[config.mk]
export PLATFORM = sky130hd
export DESIGN_NAME = servo_cmd_parser
export DESIGN_NICKNAME = d
export VERILOG_FILES = /design/src/rtl/servo_cmd_parser.sv
export SDC_FILE = /design/constraint.sdc
export NUM_CORES = 1
export LEC_CHECK = 0
export ABC_AREA = 0
export CAP_MARGIN = 5
export CORE_MARGIN = 2
export CORE_UTILIZATION = 35
export CTS_CLUSTER_DIAMETER = 120
export DETAILED_ROUTE_END_ITERATION = 16
export HOLD_SLACK_MARGIN = 0.06
export SYNTH_ARGS = -nofsm -noshare
export SYNTH_HDL_FRONTEND = slang
export SYNTH_SLANG_ARGS = --single-unit
[constraint.sdc]
create_clock -name sclk -period 3.3 [get_ports sclk]
set_input_delay 0.33 -clock sclk [delete_from_list [all_inputs] [get_ports sclk]]
set_output_delay 0.33 -clock sclk [all_outputs]
set_load 0.02 [all_outputs]
[src/rtl/servo_cmd_parser.sv]
// servo_cmd_parser: turns a UART byte stream of "A<1-3 digits><CR|LF>"
// commands into a held 9-bit servo angle, with one-cycle done/error pulses
// and an inter-byte timeout that abandons a stalled command.
module servo_cmd_parser #(
  parameter int ANGLE_MAX   = 180,
  parameter int ANGLE_INIT  = 90,
  parameter int TIMEOUT_CYC = 10_000_000
) (
  input  logic       sclk,
  input  logic       rst,
  input  logic [7:0] rx_data,
  input  logic       rx_valid,
  output logic [8:0] angle,
  output logic       sig_done,
  output logic       cmd_err
);

  localparam logic [1:0] ST_IDLE    = 2'd0;
  localparam logic [1:0] ST_DIGIT   = 2'd1;
  localparam logic [1:0] ST_DISCARD = 2'd2;

  // timer only ever needs to reach TIMEOUT_CYC-1
  localparam int TW = (TIMEOUT_CYC > 2) ? $clog2(TIMEOUT_CYC) : 1;
  localparam logic [TW-1:0] TIMER_LAST = TW'(TIMEOUT_CYC - 1);
  localparam logic [9:0]    ACC_MAX    = 10'(ANGLE_MAX);
  localparam logic [8:0]    ANGLE_RST  = 9'(ANGLE_INIT);

  logic [1:0]    state, state_n;
  logic [9:0]    acc, acc_n;
  logic [1:0]    ndig, ndig_n;
  logic [TW-1:0] timer;
  logic [8:0]    angle_n;
  logic          done_n, err_n;

  logic          is_a, is_digit, is_eol, timeout;
  logic [9:0]    acc_mac;

  // byte classification; ASCII digits carry their value in the low nibble
  always_comb begin
    is_a     = (rx_data == 8'h41) || (rx_data == 8'h61);
    is_digit = (rx_data >= 8'h30) && (rx_data <= 8'h39);
    is_eol   = (rx_data == 8'h0D) || (rx_data == 8'h0A);
    // acc*10 as shift-add; acc <= 99 here, so the result stays <= 999
    acc_mac  = (acc << 3) + (acc << 1) + {6'd0, rx_data[3:0]};
    timeout  = (state != ST_IDLE) && (timer == TIMER_LAST);
  end

  // next-state / datapath decode; a received byte always beats the timeout
  always_comb begin
    state_n = state;
    acc_n   = acc;
    ndig_n  = ndig;
    angle_n = angle;
    done_n  = 1'b0;
    err_n   = 1'b0;
    if (rx_valid) begin
      case (state)
        ST_IDLE: begin
          if (is_a) begin
            acc_n   = '0;
            ndig_n  = '0;
            state_n = ST_DIGIT;
          end
        end
        ST_DIGIT: begin
          if (is_digit) begin
            if (ndig == 2'd3) begin
              err_n   = 1'b1;
              state_n = ST_DISCARD;
            end else begin
              acc_n  = acc_mac;
              ndig_n = ndig + 2'd1;
            end
          end else if (is_a) begin
            // a fresh 'A' restarts the command without complaint
            acc_n  = '0;
            ndig_n = '0;
          end else if (is_eol) begin
            if ((ndig != 2'd0) && (acc <= ACC_MAX)) begin
              angle_n = acc[8:0];
              done_n  = 1'b1;
            end else begin
              err_n = 1'b1;
            end
            state_n = ST_IDLE;
          end else begin
            err_n   = 1'b1;
            state_n = ST_DISCARD;
          end
        end
        ST_DISCARD: begin
          // already reported; just wait for end of line
          if (is_eol) state_n = ST_IDLE;
        end
        default: state_n = ST_IDLE;
      endcase
    end else if (timeout) begin
      // a stalled command is an error; a stalled discard is not
      err_n   = (state == ST_DIGIT);
      state_n = ST_IDLE;
    end
  end

  // parser registers and registered output pulses
  always_ff @(posedge sclk) begin
    if (rst) begin
      state    <= ST_IDLE;
      acc      <= '0;
      ndig     <= '0;
      angle    <= ANGLE_RST;
      sig_done <= 1'b0;
      cmd_err  <= 1'b0;
    end else begin
      state    <= state_n;
      acc      <= acc_n;
      ndig     <= ndig_n;
      angle    <= angle_n;
      sig_done <= done_n;
      cmd_err  <= err_n;
    end
  end

  // inter-byte timer: idle or any received byte restarts it
  always_ff @(posedge sclk) begin
    if (rst || rx_valid || (state == ST_IDLE)) timer <= '0;
    else                                       timer <= timer + 1'b1;
  end

endmodule

# After elaboration in Yosys (flattened, before gate mapping)
# Cells that the tools add are included.
[word_totals]
regBits = 49
in_bits = 11
out_inout_bits = 11
word_cells = 74
[op_classes]
addsub = 4
order_cmp = 3
eq_ne = 13
mux = 26
n_bitwise = 5
n_reduce_logical = 16
[ops]
columns = ["operator", "count"]
rows = [
  ["10-bit two-way mux", 3],
  ["24-bit by 1-bit adder with 24-bit output (second input constant)", 1],
  ["24-bit == test (second input constant)", 1],
  ["2-bit two-way mux", 11],
  ["10-bit one-hot mux with 2 select lines", 1],
  ["8-bit by 4-bit == test with 1-bit output (second input constant)", 2],
  ["8-bit by 7-bit == test with 1-bit output (second input constant)", 2],
  ["10-bit adder", 1],
  ["10-bit by 4-bit adder with 10-bit output", 1],
  ["10-bit by 8-bit <= comparator with 1-bit output (second input constant)", 1],
  ["1-bit two-way mux", 9],
  ["3-bit != test (second input constant)", 3],
  ["8-bit by 6-bit >= comparator with 1-bit output (second input constant)", 1],
  ["8-bit by 6-bit <= comparator with 1-bit output (second input constant)", 1],
  ["4-bit != test (second input constant)", 2],
  ["2-bit nonzero test", 4],
  ["2-bit one-hot mux with 3 select lines", 1],
  ["6-bit AND reduction", 1],
  ["6-bit OR reduction", 1],
  ["1-bit inverter", 5],
  ["5-bit AND reduction", 1],
  ["2-bit == test (second input constant)", 2],
  ["1-bit logical OR", 4],
  ["2-bit one-hot mux with 2 select lines", 1],
  ["other kinds (5)", 7],
]

# Logic depth before layout (Yosys ltp)
# Gate-level depths: netlist of run 1.
[depth]
word_depth = 8
ltp_mapped = 9
mapped_depth_nobuf = 9

# Worst setup path after synthesis of run 1
# OpenSTA, ideal clock, no wires.
[synth_timing]
path_type = "register to register"
startpoint = "register acc[0]"
endpoint = "register acc[9]"
setup_time_ns = 0.103
t_arrival_ns = 2.207
t_required_ns = 3.197
path_slack_ns = 0.989
path_stages_with_launch = 10
n_path_buf = 0
synth_period_minus_slack_ns = 2.311
cell_sequence = "dfxtp_1 -> inv_1 -> fa_1 -> inv_1 -> ha_1 -> a211oi_1 -> o21ai_0 -> o211ai_1 -> mux2i_1 -> a2111oi_2"
[synth_via]
elab_chain_cells = 5
[synth_lines]
columns = ["element", "line", "text"]
rows = [
  ["start, declared", "29", "logic [9:0] acc, acc_n;"],
  ["start signal, assigned", "115", "acc <= acc_n;"],
  ["10-bit adder", "44", "acc_mac = (acc << 3) + (acc << 1) + {6'd0, rx_data[3:0]};"],
  ["10-bit by 4-bit adder with 10-bit output", "44", ""],
  ["10-bit two-way mux", "67", "if (ndig == 2'd3) begin"],
  ["10-bit two-way mux", "66", "if (is_digit) begin"],
  ["10-bit one-hot mux with 2 select lines", "57", "case (state)"],
]
# No other way between the ends. The select of a mux whose other input is x is not followed.
# A chain may end at the register's enable or synchronous reset.

# Worst setup path after layout of run 1
[layout_timing]
startpoint = "input port rx_data[3]"
endpoint = "register acc[9]"
[layout_via]
elab_chain_cells = 5
elab_cells_between_ends = 13
cone_classes = "add/sub (1); order compare (2); eq/ne (3); mux (4); reduce/logical (3)"
[layout_lines]
columns = ["element", "line", "text"]
rows = [
  ["start, declared", "11", "input logic [7:0] rx_data,"],
  ["parallel branches: the longest is 5 deep, another holds 10-bit by 4-bit adder with 10-bit output", "n/a", ""],
]
# Several ways; the timed one is not identified. The select of a mux whose other input is x is not followed.

==> results.md, run 1 <==
| Stage | Metric | Value |
| --- | --- | --- |
| timing | Final setup TNS | 0 ps |
| clocking | CTS tree | yes |
| power and ir drop | Power density of the placed cells | 341.2 nW/um2 |
| power and ir drop | Worst voltage drop across the vdd grid | 0.1346 mV |
| synth | Number of distinct library cells after synthesis | 53 |
| drt | Met3 wire len | 144 um |
| setup path | Arrival time of data at the critical path endpoint | 2890 ps |
| clocking | Clock tree buffer depth | 2 |
| power and ir drop | Leakage Power | 1.066 nW |
| synth | Async set-or-reset flop fraction in the synthesized netlist | 0% |
| setup path | Crit path capture type | flip-flop |
| placement | Port Buffers | 21 |
| worst hold path | Class of the most critical hold timing path | flip-flop to flip-flop |
| worst hold path | Hold depth | 1 |
| drt | Average routed wire per standard cell | 13.04 um |
| setup path | CP max FO | 5 |
| synth | Synth Cell Area | 2644 um2 |
| timing | Min Tclk post-route | 2692 ps |
| global routing | GRT overflow | 0 |
| floorplanning | Initial core utilization | 36.26% |
| drt | Final routed DRC violation total | 0 |
| synth | Synthesized area divided by synthesized cell count | 8.962 um2 |
| timing | Number of pins with negative max-slew slack in the final report | 0 |
| synth | Sequential fraction of the synthesis area | 37.10% |
| worst hold path | Hold Path End | timer[0] |
| synth | Flop and latch count out of synthesis | 49 |
| synth | Synthesized netlist net count | 325 |
| timing | Setup ws final | 607.5 ps |
| layout | Summed area of non-filler cells in the final layout | 3060 um2 |
| layout | Filler-free cell count of the finished design | 416 |
| clocking | Resized Gates After CTS | 0 |
| clocking | Clock-pin slew on the worst setup and hold paths | 90 ps |
| power and ir drop | Post-layout power | 1.044 mW |
| synth | Total number of yosys warnings | 0 |
| placement | Final weighted congestion in routability-driven placement | 0.8365 |
| layout | Sequential cell area | 980.9 um2 |
| setup path | Slack of the worst reg-to-reg path | 760 ps |
| setup path | Sort of element at the start of the critical path | input pin |
| drt | Amount of wire on met2 after detailed routing | 2.392 mm |
| synth | Gate Count Post-Synth | 295 |
| drt | DRC marker count from the first detailed-route iteration | 84 |
| timing | Setup repair after global routing missed its margin | no |
| layout | Ant. Diodes | 0 |
| timing | Setup-violating endpoint count in the final report | 0 |
| clocking | Worst-skew pair later-pin latency | 290 ps |
| layout | # fillers | 747 |
| floorplanning | Num ports | 22 |
| layout | Post-layout util | 41.97% |
| layout | Area Growth Syn to Fin | 15.76% |
| layout | Multi-input gate area | 1567 um2 |
| timing | Final hold slack | 447.9 ps |
| global routing | Vias in the first global route | 1972 |
| global routing | Number of antenna violations at the first check in global routing | 0 |
| drt | Routed via count | 2107 |
| setup path | Reg2Reg Capture Point | acc[9] |
| timing | Skew final | 5.374 ps |
| clocking | # Post-CTS Setup Buffers | 0 |
| setup path | R2r worst-path depth | 9 |
| worst hold path | Min-delay src | timer[0] |
| clocking | Sink count of the clock tree | 49 |
| placement | Worst slack, placed | 294.6 ps |
| clocking | Number of buffers created by CTS | 5 |
| setup path | RR Startpoint | acc[0] |
| drt | Length of routed wiring on met1 | 2.840 mm |
| clocking | H-tree depth reported by CTS | 2 |
| drt | Via/cell ratio | 5.065 |
| run | Maximum Capacitance Violations | 0 |
| drt | Detail Route Antenna Nets | 0 |
| floorplanning | Core outline area | 7292 um2 |
| global routing | Global-route wire length before repair | 9.266 mm |
| drt | Drt total wl | 5.426 mm |
| floorplanning | Die Ht | 90.91 um |
| setup path | Critical path required time | 3500 ps |
| clocking | Cell chosen for the clock root | clkbuf_8 |
| timing | Highest achievable clock rate | 371.4 MHz |
| synth | Number of enable-type register cells in the synthesized netlist | 0 |
| synth | Most instantiated flip-flop cell in the synthesis netlist | dfxtp_1 |
| placement | Estimated wirelength of the detail-placed design | 4.002 mm |
| setup path | Crit path kind | input pin to flip-flop |
| drt | Max Used Layer | met4 |
| clocking | Total of hold buffers inserted after clock tree synthesis | 0 |
| floorplanning | Rows | 31 |
| floorplanning | Die Span X | 90.91 um |
| timing | Final period util | 81.59% |
| drt | Detailed Routing Iterations Pass 1 | 6 |
| global routing | Largest net degree at the start of global routing | 25 |
| layout | Number of nets in the finished design | 347 |
| timing | Tightest slew margin relative to the limit | 40.41% |
| placement | Number of cells after detailed placement | 409 |
| floorplanning | Area of the die | 8265 um2 |
| global routing | Global-route usage over all layers | 13.66% |
| placement | Dpl cell area | 2957 um2 |
| outcome | Outcome | finished clean |
| timing | Least-Margin Pin Slew | 893.8 ps |
| layout | Share of post-route cells with drive strength above 1 | 6.309% |
| timing | Number of hold-slack violations in the final timing report | 0 |
registers in the layout, indices dropped and copies added (netlist names):
name      flops
sig_done      1
angle         9
acc          10
ndig          2
cmd_err       1
state         2
timer        24
cells by family after synthesis:
group | Yosys count | synth area share, %
buffers and inverters | 24 | 3.644
AOI/OAI and AO/OA | 52 | 14.01
and+or+nand+nor | 122 | 25.32
DFF | 49 | 37.10
xor gates and xnor gates | 24 | 8.472
muxes | 5 | 1.893
adders and majority gates | 19 | 9.560
Yosys cell counts, drive strengths merged (4+ instances only):
master	instances	area share (%)
dfxtp	49	37
nor2	35	5.3
nand2	20	2.8
ha	17	8.0
inv	16	2.3
xnor2	14	4.6
nor3	11	2.3
o21ai	11	2.1
a21oi	10	1.9
xor2	9	3.0
nor4	7	1.9
a211oi	6	1.7
and3	6	1.4
nand4	6	1.4
a22o	5	1.7
clkbuf	5	0.71
mux2i	5	1.9
nand3	5	0.95
a211o	4	1.3
nor2b	4	0.95
worst max-delay path by stage:
stage / startpoint / endpoint / slack (ps) / cells past startpoint
3_5_place_dp: rx_data[3] / acc[9] / 290 / 10
5_1_grt: rx_data[3] / acc[9] / 440 / 10
2_1_floorplan: acc[0] / acc[9] / 990 / 9
3_3_place_gp: rx_data[3] / acc[9] / 330 / 10
4_1_cts: rx_data[3] / acc[9] / 600 / 10
6_report: rx_data[3] / acc[9] / 610 / 10
where the power goes:
group	switching, mW	total (mW)	internal, mW
Clock	0.193	0.414	0.221
Combinational	0.0209	0.0395	0.0186
Sequential	0.000164	0.591	0.591
Total	0.214	1.04	0.830
worst max-delay path: stages:
cell and delay (ps):
clkdlybuf4s50_1 540, inv_1 80, fa_1 590, inv_1 60, ha_1 310, a211oi_1 260, o21ai_0 130, o211ai_1 120
mux2i_1 120, a2111oi_2 350
cells in the final DEF (no fill, tap or decap), types with 2 or more instances in the layout:
| cell | instances |
|---|---|
| nor4b_1 | 2 |
| o21a_1 | 3 |
| fa_1 | 2 |
| nor2b_1 | 4 |
| or3_1 | 3 |
| buf_4 | 2 |
| a22o_1 | 5 |
| mux2i_1 | 5 |
| or3b_2 | 2 |
| xor2_1 | 9 |
| and3_1 | 6 |
| o21bai_1 | 2 |
| clkdlybuf4s50_1 | 21 |
| a21oi_1 | 10 |
| or2_2 | 3 |
| o211ai_1 | 2 |
| and2_1 | 2 |
| ha_1 | 17 |
| nor3b_1 | 3 |
| and4_1 | 3 |
| dfxtp_1 | 49 |
| and3b_1 | 2 |
| o21ai_0 | 10 |
| nor4_1 | 6 |
| clkbuf_8 | 5 |
| nor2_1 | 34 |
| and2b_1 | 2 |
| a211oi_1 | 6 |
| nand4_1 | 6 |
| nand2_1 | 20 |
| nand3_1 | 5 |
| xnor2_1 | 14 |
| nand2b_1 | 3 |
| a211o_1 | 4 |
| inv_1 | 16 |
| nor3_1 | 10 |
metal layers:
metal	up-vias	track usage, %
met5	-	0
met4	0	3.788
met3	4	2.588
met2	24	21.77
met1	978	18.90
li1	1101	-
cell type report:
class                           count  share of cell area (%)
Clock inverter                      2                   1.145
Multi-Input combinational cell    222                   51.19
Sequential cell                    49                   32.05
Clock buffer                        5                   2.249
Tap cell                           99                   4.047
Inverter                           16                   1.962
Timing Repair Buffer               23                   7.359
No activity file was read; power rests on OpenSTA's default activity.
==> run 2, diff against run 1 <==
==> constraint.sdc (replaced) <==
create_clock -name sclk -period 2.7 [get_ports sclk]
set_input_delay 0.27 -clock sclk [delete_from_list [all_inputs] [get_ports sclk]]
set_output_delay 0.27 -clock sclk [all_outputs]
set_load 0.02 [all_outputs]
==> run 2 against run 1 <==
  * Setup slack worse by 380 ps
  * Clock power is 55% higher
  * Critical endpoint unchanged
  * Sequential share of layout area is 0.95 points lower
  * Flip-flop and latch count stayed put
  * Largest cell class unchanged
==> results.md, run 2 (same netlist as run 1, synthesis figures left out) <==
| Stage | Metric | Value | Change |
| --- | --- | --- | --- |
| timing | Skew final | 6.863 ps | +1.489 ps |
| power and ir drop | Power density of the placed cells | 448.4 nW/um2 | +31% |
| timing | Number of pins with negative max-slew slack in the final report | 0 | unchanged |
| clocking | Number of buffers created by CTS | 5 | unchanged |
| timing | Least-Margin Pin Slew | 455.8 ps | -438.0 ps |
| power and ir drop | Comb pwr share | 3.6% | -0.2 points |
| global routing | Vias in the first global route | 2100 | +6.5% |
| drt | Max Used Layer | met4 |  |
| floorplanning | Rows | 31 | unchanged |
| placement | Port Buffers | 21 | unchanged |
| floorplanning | Area of the die | 8265 um2 | unchanged |
| drt | Amount of wire on met2 after detailed routing | 2.512 mm | +5.0% |
| worst hold path | Class of the most critical hold timing path | flip-flop to flip-flop |  |
| drt | Final routed DRC violation total | 0 | unchanged |
| outcome | Outcome | finished clean |  |
| placement | Number of cells after detailed placement | 417 | +2.0% |
| setup path | Crit path capture type | flip-flop |  |
| drt | Detail Route Antenna Nets | 0 | unchanged |
| drt | Routed via count | 2169 | +2.9% |
| drt | Detailed Routing Iterations Pass 1 | 4 | -2 |
| timing | Setup-violating endpoint count in the final report | 0 | unchanged |
| clocking | Clock tree buffer depth | 2 | unchanged |
| layout | # fillers | 739 | -1.1% |
| setup path | Critical path required time | 2920 ps | -580 ps |
| layout | Largest registers | timer x24, acc x10, angle x9 |  |
| clocking | Clock-pin slew on the worst setup and hold paths | 100 ps | about the same |
| layout | Most frequent cells in the layout | dfxtp_1, nor2_1, clkdlybuf4s50_1 |  |
| power and ir drop | Net Switching | 293.8 uW | +37% |
| timing | Setup repair after global routing missed its margin | no |  |
| power and ir drop | Sequential cell fraction of total power | 51.1% | -5.5 points |
| timing | Tightest slew margin relative to the limit | 69.52% | +29 points |
| layout | Number of nets in the finished design | 355 | +2.3% |
| power and ir drop | Share of total power in the clock network | 45.3% | +5.7 points |
| power and ir drop | Switching share of power | 20.77% | +0.24 points |
| global routing | Largest net degree at the start of global routing | 25 | unchanged |
| layout | Ant. Diodes | 0 | unchanged |
| clocking | Total of hold buffers inserted after clock tree synthesis | 0 | unchanged |
| placement | Final weighted congestion in routability-driven placement | 0.8361 | about the same |
| layout | Largest register by flop count | timer |  |
| floorplanning | Initial core utilization | 36.26% | unchanged |
| floorplanning | Die Span X | 90.91 um | unchanged |
| floorplanning | Num ports | 22 | unchanged |
| global routing | Global-route wire length before repair | 9.515 mm | +2.7% |
| power and ir drop | Post-layout power | 1.414 mW | +35% |
| layout | Post-layout util | 43.26% | +1.3 points |
| clocking | Worst-skew pair later-pin latency | 310 ps | +20 ps |
| setup path | Crit path kind | input pin to flip-flop |  |
| drt | DRC marker count from the first detailed-route iteration | 63 | -25% |
| power and ir drop | Leakage Power | 1.120 nW | +5.0% |
| placement | Estimated wirelength of the detail-placed design | 4.107 mm | +2.6% |
| drt | Drt total wl | 5.461 mm | +0.65% |
| layout | Share of post-route cells with drive strength above 1 | 8.896% | +2.6 points |
| layout | Most frequent standard cell in the layout excluding fill and tap cells | dfxtp_1 |  |
| setup path | Sort of element at the start of the critical path | input pin |  |
| global routing | Global-route usage over all layers | 13.95% | +0.29 points |
| clocking | CTS tree | yes |  |
| timing | Highest achievable clock rate | 405.0 MHz |  |
| timing | Setup ws final | 231.0 ps | -376.5 ps |
| drt | Met3 wire len | 209 um | +45% |
| layout | Filler-free cell count of the finished design | 425 | +2.2% |
| timing | Final hold slack | 446.3 ps | -1.621 ps |
| layout | Area Growth Syn to Fin | 19.31% |  |
| power and ir drop | Worst voltage drop across the vdd grid | 0.1932 mV | +44% |
| drt | Average routed wire per standard cell | 12.85 um | -1.5% |
| clocking | Resized Gates After CTS | 0 | unchanged |
| global routing | GRT overflow | 0 | unchanged |
| setup path | Arrival time of data at the critical path endpoint | 2690 ps | -200 ps |
| clocking | H-tree depth reported by CTS | 2 | unchanged |
| floorplanning | Die Ht | 90.91 um | unchanged |
| global routing | Number of antenna violations at the first check in global routing | 0 | unchanged |
| clocking | Cell chosen for the clock root | clkbuf_8 |  |
| timing | Min Tclk post-route | 2469 ps |  |
| clocking | Sink count of the clock tree | 49 | unchanged |
| drt | Length of routed wiring on met1 | 2.666 mm | -6.1% |
| power and ir drop | Internal portion of total power | 1.121 mW | +35% |
| floorplanning | Core outline area | 7292 um2 | unchanged |
| timing | Number of hold-slack violations in the final timing report | 0 | unchanged |
| run | Maximum Capacitance Violations | 0 | unchanged |
| setup path | CP max FO | 2 | -3 |
| clocking | # Post-CTS Setup Buffers | 0 | unchanged |
| layout | Flip-flop count of the largest register after layout | 24 | unchanged |
| drt | Via/cell ratio | 5.104 | +0.76% |
| timing | Final period util | 91.44% |  |
| placement | Worst slack, placed | -106.9 ps | -401.5 ps |
[run 2: cell count changes in the layout (fill, tap and decap cells not counted)]
| cell | delta |
|---|---|
| inv_6 | +1 |
| clkinv_2 | -1 |
| bufinv_16 | +1 |
| buf_4 | +8 |
[run 2: worst paths after layout]
kind         startpoint        to  slack [ps]  depth (start not counted)
max          rx_data[3]    acc[9]         230                         10
min            timer[0]  timer[0]         450                          1
max reg2reg      acc[0]    acc[9]         370                          9
min reg2reg    timer[0]  timer[0]         450                          1
[run 2: layout make-up]
class / count / area, um2 / area share (%)
clock buffer: 5 / 68.82 / 2.182
clock inverter: 3 / 68.82 / 2.182
inverter: 16 / 60.06 / 1.904
multi-input combinational: 222 / 1567 / 49.66
sequential: 49 / 980.9 / 31.10
tap: 99 / 123.9 / 3.927
timing repair buffer: 31 / 285.3 / 9.044
[run 2: power by group through the flow]
| stage | Clock [mW] | Combinational [mW] | Sequential, mW |
|---|---|---|---|
| 2_1_floorplan | 0 | 0.0228 | 0.739 |
| 3_3_place_gp | 0 | 0.0512 | 0.739 |
| 3_5_place_dp | 0 | 0.0517 | 0.739 |
| 4_1_cts | 0.658 | 0.0518 | 0.723 |
| 5_1_grt | 0.683 | 0.0560 | 0.723 |
| 6_report | 0.641 | 0.0513 | 0.722 |
[run 2: critical path, stage by stage]
cell,delay [ps]
clkdlybuf4s50_1,480
inv_1,60
fa_1,550
inv_1,50
ha_1,300
a211oi_1,240
o21ai_0,140
o211ai_1,130
mux2i_1,120
a2111oi_2,350
[run 2: per-stage QoR]
step,TNS [ps],area (um2)
floorplan,0,2644
global placement,-86.62,3017
detailed placement,-173.4,3017
CTS,0,3154
global route,0,3154
finish,0,3154
[run 2: per-layer routing]
metal | GRT usage (%) | vias to the layer above
met2 | 22.51 | 36
met1 | 18.31 | 1012
met4 | 3.788 | 0
met5 | 0 | -
li1 | - | 1114
met3 | 3.923 | 7
==> run 3, diff against run 2 <==
--- a/config.mk
+++ b/config.mk
@@ -11,7 +11,10 @@
 export CORE_UTILIZATION = 35
 export CTS_CLUSTER_DIAMETER = 120
 export DETAILED_ROUTE_END_ITERATION = 16
+export GPL_ROUTABILITY_DRIVEN = 0
 export HOLD_SLACK_MARGIN = 0.06
+export RECOVER_POWER = 100
+export SKIP_LAST_GASP = 1
 export SYNTH_ARGS = -nofsm -noshare
 export SYNTH_HDL_FRONTEND = slang
 export SYNTH_SLANG_ARGS = --single-unit
==> run 3 against run 2 <==
  * Via count fell by 0.37%
  * Register-to-register slack got worse by 70 ps
  * Clock skew rose by 2.2 ps
  * Flip-flop and latch count did not move
  * Design area fell by 0.83%
  * Non-clock buffer count did not move
  * Power fell by 0.22%
  * Critical path type unchanged
  * Highest routed layer unchanged
==> results.md, run 3 (same netlist as run 1, synthesis figures left out) <==
| Stage | Metric | Value | Change |
| --- | --- | --- | --- |
| worst hold path | Class of the most critical hold timing path | flip-flop to flip-flop |  |
| drt | Average routed wire per standard cell | 12.80 um | -0.40% |
| global routing | Global-route wire length before repair | 9.515 mm | unchanged |
| clocking | Clock tree buffer depth | 2 | unchanged |
| floorplanning | Area of the die | 8265 um2 | unchanged |
| global routing | Largest net degree at the start of global routing | 25 | unchanged |
| drt | Drt total wl | 5.439 mm | -0.40% |
| clocking | Total of hold buffers inserted after clock tree synthesis | 0 | unchanged |
| drt | Max Used Layer | met4 |  |
| clocking | Cell chosen for the clock root | clkbuf_8 |  |
| placement | Estimated wirelength of the detail-placed design | 4.107 mm | unchanged |
| timing | Setup-violating endpoint count in the final report | 0 | unchanged |
| placement | Port Buffers | 21 | unchanged |
| drt | Met3 wire len | 206 um | -1.4% |
| setup path | Crit path capture type | flip-flop |  |
| setup path | CP max FO | 2 | unchanged |
| layout | Most frequent cells in the layout | dfxtp_1, nor2_1, nand2_1 |  |
| clocking | Worst-skew pair later-pin latency | 310 ps | about the same |
| timing | Skew final | 9.106 ps | +2.243 ps |
| power and ir drop | Leakage Power | 1.116 nW | -0.35% |
| floorplanning | Initial core utilization | 36.26% | unchanged |
| setup path | Crit path kind | input pin to flip-flop |  |
| timing | Number of pins with negative max-slew slack in the final report | 0 | unchanged |
| global routing | GRT overflow | 0 | unchanged |
| power and ir drop | Post-layout power | 1.411 mW | -0.22% |
| timing | Final period util | 91.24% | -0.20 points |
| drt | Routed via count | 2161 | -0.37% |
| outcome | Outcome | finished clean |  |
| drt | Via/cell ratio | 5.085 | -0.37% |
| clocking | Sink count of the clock tree | 49 | unchanged |
| setup path | Sort of element at the start of the critical path | input pin |  |
| global routing | Number of antenna violations at the first check in global routing | 0 | unchanged |
| run | Maximum Capacitance Violations | 0 | unchanged |
| drt | Detail Route Antenna Nets | 0 | unchanged |
| floorplanning | Die Ht | 90.91 um | unchanged |
| timing | Final setup TNS | 0 ps | unchanged |
| power and ir drop | Worst voltage drop across the vdd grid | 0.1931 mV | about the same |
| layout | Largest register by flop count | timer |  |
| timing | Tightest slew margin relative to the limit | 13.99% | -56 points |
| layout | Ant. Diodes | 0 | unchanged |
| layout | Share of post-route cells with drive strength above 1 | 6.748% | -2.1 points |
| timing | Highest achievable clock rate | 405.9 MHz | +0.22% |
| drt | Detailed Routing Iterations Pass 1 | 4 | unchanged |
| timing | Number of hold-slack violations in the final timing report | 0 | unchanged |
| floorplanning | Num ports | 22 | unchanged |
| timing | Least-Margin Pin Slew | 1290 ps | +834.4 ps |
| layout | Most frequent standard cell in the layout excluding fill and tap cells | dfxtp_1 |  |
| floorplanning | Rows | 31 | unchanged |
| clocking | Number of buffers created by CTS | 5 | unchanged |
| layout | Area Growth Syn to Fin | 18.32% |  |
| setup path | Arrival time of data at the critical path endpoint | 2680 ps | about the same |
| global routing | Vias in the first global route | 2100 | unchanged |
| drt | Length of routed wiring on met1 | 2.635 mm | -1.2% |
| clocking | Resized Gates After CTS | 0 | unchanged |
| timing | Final hold slack | 444.7 ps | -1.602 ps |
| timing | Setup repair after global routing missed its margin | no |  |
| floorplanning | Die Span X | 90.91 um | unchanged |
| layout | Flip-flop count of the largest register after layout | 24 | unchanged |
| setup path | Critical path required time | 2920 ps | about the same |
| power and ir drop | Power density of the placed cells | 451.2 nW/um2 | +0.62% |
| clocking | H-tree depth reported by CTS | 2 | unchanged |
| floorplanning | Core outline area | 7292 um2 | unchanged |
| drt | Final routed DRC violation total | 0 | unchanged |
| drt | DRC marker count from the first detailed-route iteration | 52 | -17% |
| layout | Number of nets in the finished design | 355 | unchanged |
| timing | Min Tclk post-route | 2464 ps | -5.505 ps |
| drt | Amount of wire on met2 after detailed routing | 2.520 mm | +0.32% |
| clocking | # Post-CTS Setup Buffers | 0 | unchanged |
| layout | Largest registers | timer x24, acc x10, angle x9 |  |
| global routing | Global-route usage over all layers | 13.95% | unchanged |
| clocking | Clock-pin slew on the worst setup and hold paths | 100 ps | about the same |
| clocking | CTS tree | yes |  |
run 3: cell types whose count changed in the layout (fill, tap and decap cells not counted), sizes merged:
cell / delta
clkdlybuf4s50: -12
clkbuf: +4
dlygate4sd3: +12
buf: -4
run 3: final timing paths:
check                   from  endpoint  slack (ps)  cells after the start
setup reg to reg    state[0]  angle[6]         300                      6
hold reg to reg     timer[0]  timer[0]         440                      1
setup / recovery  rx_data[3]    acc[9]         240                     10
hold / removal      timer[0]  timer[0]         440                      1
run 3: final cells by class:
type	instances	area (um2)
sequential	49	980.9
inverter	16	60.06
clock buffer	5	68.82
tap	99	123.9
multi-input combinational	222	1555
fill	748	4164
timing repair buffer	31	270.3
clock inverter	3	68.82
run 3: power by group:
| group | switching, mW | total, mW | internal (mW) |
|---|---|---|---|
| registers | 0.000211 | 0.722 | 0.722 |
| clock network | 0.268 | 0.641 | 0.373 |
| logic | 0.0251 | 0.0478 | 0.0227 |
run 3: through the flow:
stage	setup slack, ps	cell area [um2]	util, %	std cells
3_5_place_dp	-106.9	3017	41.37	417
6_report	236.5	3128	42.90	425
5_1_grt	32.49	3128	42.90	425
3_3_place_gp	-64.83	3017	41.37	417
4_1_cts	224.1	3154	43.26	425
2_1_floorplan	389.4	2644	-	295
run 3: critical path: stages:
cell	delay, ps
clkdlybuf4s50_1	470
inv_1	60
fa_1	550
inv_1	50
ha_1	300
a211oi_1	240
o21ai_0	140
o211ai_1	130
mux2i_1	120
a2111oi_2	360
run 3: layer usage:
layer	up-vias	track usage, %
li1	1112	-
met1	1007	18.31
met2	35	22.51
met3	7	3.923
met4	0	3.788
met5	-	0
